**config.mk**
```make
export PLATFORM = sky130hd
export DESIGN_NAME = ccr_unit
export DESIGN_NICKNAME = d
export VERILOG_FILES = /design/src/rtl/ccr_unit_pkg.sv /design/src/rtl/ccr_unit_stack.sv /design/src/rtl/ccr_unit.sv
export SDC_FILE = /design/constraint.sdc
export NUM_CORES = 1
export LEC_CHECK = 0
export CELL_PAD_IN_SITES_DETAIL_PLACEMENT = 1
export CELL_PAD_IN_SITES_GLOBAL_PLACEMENT = 2
export CORE_UTILIZATION = 25
export DETAILED_ROUTE_END_ITERATION = 7
export PLACE_DENSITY = 0.78
export SYNTH_ARGS = -nofsm -noshare
export SYNTH_HDL_FRONTEND = slang
export SYNTH_SLANG_ARGS = --single-unit
```
**constraint.sdc**
```tcl
create_clock -name clk -period 2.65 [get_ports clk]
set_clock_uncertainty 0.05 [all_clocks]
set_input_delay 0.3975 -clock clk [delete_from_list [all_inputs] [get_ports clk]]
set_output_delay 0.3975 -clock clk [all_outputs]
set_load 0.01 [all_outputs]
```
**src/rtl/ccr_unit_pkg.sv**
```systemverilog
// Shared ALU opcode encodings and CCR bit layout for the condition code unit.
package ccr_unit_pkg;

  localparam int unsigned CCR_W = 4;

  localparam logic [4:0] ALU_NOP = 5'h00;
  localparam logic [4:0] ALU_JZ  = 5'h10;
  localparam logic [4:0] ALU_JN  = 5'h11;
  localparam logic [4:0] ALU_JC  = 5'h12;
  localparam logic [4:0] ALU_JMP = 5'h13;
  localparam logic [4:0] ALU_RTI = 5'h14;

  localparam int unsigned CCR_ZF = 0;
  localparam int unsigned CCR_CF = 1;
  localparam int unsigned CCR_OF = 2;
  localparam int unsigned CCR_NF = 3;

  function automatic logic [CCR_W-1:0] pack_ccr(input logic nf, input logic of,
                                                input logic cf, input logic zf);
    logic [CCR_W-1:0] v;
    v         = '0;
    v[CCR_NF] = nf;
    v[CCR_OF] = of;
    v[CCR_CF] = cf;
    v[CCR_ZF] = zf;
    return v;
  endfunction

endpackage

```
**src/rtl/ccr_unit_stack.sv**
```systemverilog
// LIFO of CCR snapshots taken on interrupt entry; a same-cycle pop and push
// is applied pop first, so the top entry is replaced and depth is unchanged.
module ccr_snapshot_stack
  import ccr_unit_pkg::*;
#(
  parameter int unsigned FreezeDepth = 2,
  parameter int unsigned DepthW      = 2
) (
  input  logic              clk_i,
  input  logic              rst_ni,
  input  logic              push_i,
  input  logic              pop_i,
  input  logic [CCR_W-1:0]  push_data_i,
  output logic [CCR_W-1:0]  top_o,
  output logic [DepthW-1:0] depth_o,
  output logic              full_o,
  output logic              empty_o
);

  logic [CCR_W-1:0]  mem_q [FreezeDepth];
  logic [CCR_W-1:0]  mem_d [FreezeDepth];
  logic [DepthW-1:0] depth_q, depth_d, depth_pop;

  always_comb begin
    mem_d     = mem_q;
    depth_pop = depth_q;
    if (pop_i && (depth_q != '0)) depth_pop = depth_q - 1'b1;
    depth_d = depth_pop;
    // A push into a full stack (after any pop) is dropped.
    if (push_i && (depth_pop != DepthW'(FreezeDepth))) begin
      for (int i = 0; i < int'(FreezeDepth); i++) begin
        if (depth_pop == DepthW'(i)) mem_d[i] = push_data_i;
      end
      depth_d = depth_pop + 1'b1;
    end
  end

  always_comb begin
    top_o = '0;
    for (int i = 0; i < int'(FreezeDepth); i++) begin
      if (depth_q == DepthW'(i + 1)) top_o = mem_q[i];
    end
  end

  assign depth_o = depth_q;
  assign full_o  = (depth_q == DepthW'(FreezeDepth));
  assign empty_o = (depth_q == '0);

  always_ff @(posedge clk_i or negedge rst_ni) begin
    if (!rst_ni) begin
      depth_q <= '0;
      for (int i = 0; i < int'(FreezeDepth); i++) mem_q[i] <= '0;
    end else begin
      depth_q <= depth_d;
      mem_q   <= mem_d;
    end
  end

endmodule

```
**src/rtl/ccr_unit.sv**
```systemverilog
// Condition code register with interrupt snapshot stack and branch decision,
// sitting on the far side of the EX-stage ALU flag interface.
module ccr_unit
  import ccr_unit_pkg::*;
#(
  parameter int unsigned FREEZE_DEPTH = 2,
  parameter int unsigned DEPTH_W      = 2
) (
  input  logic               clk,
  input  logic               rst,
  input  logic [4:0]         aluSignals,
  input  logic               exValid,
  input  logic               stall,
  input  logic               zeroFlagIn,
  input  logic               carryFlagIn,
  input  logic               overFlowFlagIn,
  input  logic               negativeFlagIn,
  input  logic               intEnter,
  output logic               zeroFlag,
  output logic               carryFlag,
  output logic               overFlowFlag,
  output logic               negativeFlag,
  output logic [CCR_W-1:0]   ccr,
  output logic [CCR_W-1:0]   freezedCCR,
  output logic               jumpTaken,
  output logic [DEPTH_W-1:0] isrDepth,
  output logic               stackOverflow,
  output logic               stackUnderflow
);

  logic [CCR_W-1:0] ccr_q, ccr_d;
  logic             pending_q, pending_d;
  logic             ovf_q, ovf_d;
  logic             unf_q, unf_d;
  logic             commit, pop, push, int_eff;
  logic             stk_full, stk_empty;
  logic             jump;

  assign commit  = exValid & ~stall;
  assign pop     = commit & (aluSignals == ALU_RTI);
  assign int_eff = intEnter | pending_q;
  assign push    = int_eff & ~stall;

  always_comb begin
    ccr_d = ccr_q;
    if (commit) ccr_d = pack_ccr(negativeFlagIn, overFlowFlagIn, carryFlagIn, zeroFlagIn);
    // An interrupt seen during a stall waits for the first unstalled cycle.
    pending_d = stall ? int_eff : 1'b0;
    ovf_d     = ovf_q | (push & stk_full & ~pop);
    unf_d     = unf_q | (pop & stk_empty);
  end

  always_comb begin
    jump = 1'b0;
    if (exValid) begin
      case (aluSignals)
        ALU_JZ:  jump = ccr_q[CCR_ZF];
        ALU_JN:  jump = ccr_q[CCR_NF];
        ALU_JC:  jump = ccr_q[CCR_CF];
        ALU_JMP: jump = 1'b1;
        default: jump = 1'b0;
      endcase
    end
  end

  always_ff @(posedge clk or negedge rst) begin
    if (!rst) begin
      ccr_q     <= '0;
      pending_q <= 1'b0;
      ovf_q     <= 1'b0;
      unf_q     <= 1'b0;
    end else begin
      ccr_q     <= ccr_d;
      pending_q <= pending_d;
      ovf_q     <= ovf_d;
      unf_q     <= unf_d;
    end
  end

  // The snapshot is the CCR value being written on this same edge.
  ccr_snapshot_stack #(
    .FreezeDepth (FREEZE_DEPTH),
    .DepthW      (DEPTH_W)
  ) u_stack (
    .clk_i       (clk),
    .rst_ni      (rst),
    .push_i      (push),
    .pop_i       (pop),
    .push_data_i (ccr_d),
    .top_o       (freezedCCR),
    .depth_o     (isrDepth),
    .full_o      (stk_full),
    .empty_o     (stk_empty)
  );

  assign ccr            = ccr_q;
  assign zeroFlag       = ccr_q[CCR_ZF];
  assign carryFlag      = ccr_q[CCR_CF];
  assign overFlowFlag   = ccr_q[CCR_OF];
  assign negativeFlag   = ccr_q[CCR_NF];
  assign jumpTaken      = jump;
  assign stackOverflow  = ovf_q;
  assign stackUnderflow = unf_q;

endmodule

```
Word level (Yosys, flattened, before mapping) --
Cells that the tools add are included.
Word-level totals: register bits after elaboration 17, input bits 14, output and inout bits 17, word-level logic and storage cells 44
Cells by class: add/sub/neg operators 2, equality and inequality tests 9, mux-type cells 8, bitwise gates (word level) 11, reductions and logical operators 7
Operators with widths (number):
- $eq 5x5->1 const B | 5
- $mux 4 | 3
- $and 1x1->1 | 6
- $eq 2x1->1 const B | 2
- $logic_not 2->1 | 2
- $mux 2 | 2
- $pmux 1 s4 | 1
- $reduce_and 2->1 | 2
- $or 1x1->1 | 3
- $add 2x1->2 const B | 1
- $eq 2x2->1 const B | 1
- $logic_and 1x1->1 | 2
- $mux 1 | 2
- $ne 2x2->1 const B | 1
- $not 1->1 | 2
- $reduce_bool 2->1 | 1
- $sub 2x1->2 const B | 1

Longest topological paths before layout --
depth after elaboration 8, depth in mapped cells 9, mapped depth without buffers 9

Cells and area by module --
A second synthesis with hierarchy kept.
Unflattened totals: cell total of the unflattened synthesis 73, area, all modules 969.7 µm²
Modules (own cells, without submodules):
- ccr_snapshot_stack | instances 1, cells an instance 45, area an instance 605.6 µm², seq. area each 250.2 µm²
- ccr_unit | instances 1, cells an instance 28, area an instance 364.1 µm², seq. area each 175.2 µm²

Least setup slack after synthesis --
No wires, ideal clock.
path kind register -> register, from reg u_stack.depth_q[0], in the netlist u_stack.depth_o[0], to reg u_stack.mem_q[4] (netlist bit), data arrival time 2.389 ns, path slack 0.086 ns, cell stages (with the launch flop) 10, path buffers 0, cells stage by stage dfrtp_1 -> inv_1 -> ha_1 -> and4b_4 -> mux2_2 -> inv_1 -> ha_1 -> nor3_2 -> and2_0 -> mux2_2
On the way: word-level cells in the longest chain between the ends 6, elaborated cells on any way between the ends 8
Ends and longest elaborated chain:
- from (decl) | line ccr_unit_stack.sv:22 | logic [DepthW-1:0] depth_q, depth_d, depth_pop;
- from (signal assigned) | line ccr_unit_stack.sv:54 | depth_q <= depth_d;
- parallel branches: the longest is 2 deep, another holds $sub 2x1->2
- $mux 2 * | line ccr_unit_stack.sv:27 | if (pop_i && (depth_q != '0)) depth_pop = depth_q - 1'b1;
- $ne 2x2->1 | line ccr_unit_stack.sv:30 | if (push_i && (depth_pop != DepthW'(FreezeDepth))) begin
- $logic_and 1x1->1 | line ccr_unit_stack.sv:30
- $reduce_and 2->1 (no line) *
- to (signal assigned) | line ccr_unit_stack.sv:55 | mem_q <= mem_d;
- to (decl) | line ccr_unit_stack.sv:20 | logic [CCR_W-1:0] mem_q [FreezeDepth];
Every way passes the cells marked *. A chain may end at the register's enable or synchronous reset.

Worst setup path in the final report --
from in stall, to reg u_stack.mem_q[1] (netlist bit)
On the way: word-level cells in the longest chain between the ends 8, elaborated cells on any way between the ends 11
Ends and longest elaborated chain:
- from (decl) | line ccr_unit.sv:13 | input logic stall,
- $not 1->1 * | line ccr_unit.sv:39, ccr_unit.sv:42
- $and 1x1->1 | line ccr_unit.sv:39 | assign commit = exValid & ~stall;
- $and 1x1->1 | line ccr_unit.sv:40 | assign pop = commit & (aluSignals == ALU_RTI);
- $logic_and 1x1->1 | line ccr_unit_stack.sv:27
- $mux 2 | line ccr_unit_stack.sv:27
- $ne 2x2->1 | line ccr_unit_stack.sv:30
- $logic_and 1x1->1 | line ccr_unit_stack.sv:30
- $reduce_and 2->1 (no line)
Mark *: on every way between the ends. The rest lies on a longest branch, timed or not.

==> impl_metrics.ini <==
[logic_synthesis]
synth_fp_nets = 95
synthTopCellsByArea = dfrtp_1 (47%), mux2_2 (17%), ha_1 (8.3%)
synth_top_area_share_pct = 46.8
synthAdderAreaFrac_pct = 8.26
avgSynthCellArea_um2 = 12.1
synthesis.area_um2 = 908
synth_top_family_by_area = multiplexers
synthDistinctLibCells = 23
postSynthCellCount = 75
yosysWarningCount = 0
yosys.area_share.simple_pct = 12.7
synth_xor_area_share_pct = 2.75
ys_ff_latch = 17
synth_compound_area_share_pct = 7.16
synth_mux_area_share_pct = 17.4
yosysTopAreaCell = dfrtp_1
ys_seq_area_share_pct = 46.8

[clocking]
cts_made_buffers = 3
cts_resized = 0
cts_setup_buffers = 0
cts_tree = yes
htreeDepth = 1
clk_pin_slew_ns = 0.11
clock_path_buffers = 2
cts_root_buf = clkbuf_4
clock_sinks = 17
holdBufCountCts = 0
worst_skew_pair.late_latency_ns = 0.30

[floorplan]
start_util_pct = 26.6
core_area_um2 = 3420
ios = 31
num_rows = 21
die_w_um = 62.3
die_y_um = 62.3
fp.dieArea_um2 = 3880

[drt]
drt_wl_total_mm = 2.50
wl_per_cell_um = 15.1
drtIter0Drc = 21
drc_errors = 0
route.vias.total = 742
viasPerCell = 4.50
drtAntennaViolNets = 0
dr.pass1.iters = 3

[global_route]
grt_util_met1_pct = 16.1
grt_pass1_wl_mm = 4.18
globalRouteMet3Util_pct = 4.96
grt.overflow.total = 0
use_met2_pct = 25.7
antenna_found_initial = 0
grt_usage_pct = 14.0
busiest_layer = met2
grt_max_degree = 18
first_global_vias = 829

[finish]
drive_above_1_share_pct = 30.3
final_cell_mix = clkdlybuf4s50_1 (30), dfrtp_1 (17), mux2_2 (14), buf_4 (14), ha_1 (6)
mostFrequentLayoutCell = clkdlybuf4s50_1
fin_util_pct = 40.1
diodes = 0
areaGrowthSynthToFinish_pct = 51.0
nNetsFinal = 140

[power]
clock_power_share_pct = 12.3
p_int_uw = 779
p_seq_share_pct = 34.2
switching_power_uw = 420
ir_drop_v = 0.000433
powerDensity_nw_per_um2 = 875
combPwrFrac_pct = 53.5
p_leak_uw = 0.000604
sw_frac_of_total_pct = 35.0

[critical_path]
startpoint_type = input port
cp.arrival_ns = 2.70
cp.required_ns = 2.80
critPathCaptureType = register
r2r_cells = 10
timing.rr.end = u_stack.mem_q[1]
r2r-start = u_stack.depth_o[1]
ff2ff_setup_slack_ns = 0.15
crit_fanout = 4
crit_type = input port to register

[sta]
worst_pin_slew_ns = 0.784
rsz0062_at_grt = no
period_needed_ns = 2.56
max_slew_margin_pct = 47.5
setup_violations = 0
max_clock_freq_mhz = 391
finalHoldViolations = 0
fin_crit_sh_pct = 96.5
slew_violations = 0
hold_slack_ns = 0.458

[min_path]
hold_path_depth = 1
whs_endpoint = stackOverflow
hp-class = register to register
holdCritStartpoint = stackOverflow

[run_status]
status = finished, final reports clean

[flow_run]
maxCapViolations = 0

[placed_design]
post-dp-hpwl_mm = 2.09
place.gp.congestion = 0.774
io_buffers = 30
[power groups by stage]
stage	clock (uW)	combinational (uW)	sequential, uW
final	147	642	410
after detailed placement	0	648	417
after floorplan	0	317	422
after global routing	166	693	423
after CTS	155	655	411
after global placement	0	619	407
[sequential cells by signal, indices dropped and copies added, names as in the netlist]
name             cells
stackUnderflow       1
pending_q            1
stackOverflow        1
u_stack.mem_q        8
u_stack.depth_o      2
ccr                  4
[worst max-delay path, stage by stage]
cell             delay [ns]
clkdlybuf4s50_1        0.43
and4bb_1               0.32
and4b_4                0.28
mux2_2                 0.35
inv_1                  0.06
ha_1                   0.15
nor3_2                 0.05
buf_4                  0.15
nand2_1                0.15
mux2_2                 0.36
[synth_stat cells]
library cell,instances
nor2_1,5
and4bb_1,1
xnor2_2,1
nand2_1,5
nor2b_1,2
inv_1,4
nor3_2,1
nand3_1,1
a41o_1,1
o21ai_0,2
and2_0,1
a22o_1,3
xnor2_1,1
nor4_1,1
and4b_4,1
a31o_2,1
ha_1,6
buf_4,4
a221o_1,1
mux2_2,14
nand2b_1,1
dfrtp_1,17
nor3_1,1
[metrics by stage]
stage	total power [uW]	setup WS, ns	std cells	area [um^2]	TNS [ns]
after detailed placement	1070	-0.253	161	1340	-1.84
after floorplan	739	0.0860	75	908	0
final	1200	0.0933	165	1370	0
after global placement	1030	-0.162	161	1340	-1.09
after global routing	1280	0.0191	165	1370	0
after CTS	1220	0.0775	165	1370	0
[kinds of logic (layout without fill, tap and decap cells)]
logic type	count (synthesis)	count (layout)
AND/OR/NAND/NOR	20	20
adder cells (fa/ha/maj)	6	6
flip-flops	17	17
buffers and inverters	8	52
multiplexers	14	14
XOR/XNOR	2	2
AO/OA/AOI/OAI	8	8
[routing by layer]
metal | part of all wire, % | vias up
met4 | 0 | 0
met1 | 42 | 374
met2 | 53 | 22
met5 | 0 | -
li1 | - | 346
met3 | 4.7 | 0
[area by class of cell]
| cell class | instances | area, um^2 |
|---|---|---|
| Inverter | 4 | 15.0 |
| Timing Repair Buffer | 44 | 405 |
| Multi-Input combinational cell | 50 | 438 |
| Tap cell | 46 | 57.6 |
| Sequential cell | 17 | 425 |
| Fill cell | 388 | 2040 |
| Clock inverter | 1 | 7.51 |
| Clock buffer | 3 | 22.5 |
[worst max path at each step]
stage | startpoint | endpoint | slack [ns]
floorplan | u_stack.depth_o[0] | u_stack.mem_q[4] | 0.09
global placement | stall | u_stack.mem_q[0] | -0.16
detailed placement | stall | u_stack.mem_q[1] | -0.25
CTS | stall | u_stack.mem_q[1] | 0.08
global route | stall | u_stack.mem_q[1] | 0.02
finish | stall | u_stack.mem_q[1] | 0.09
(Power assumes the default switching activity.)
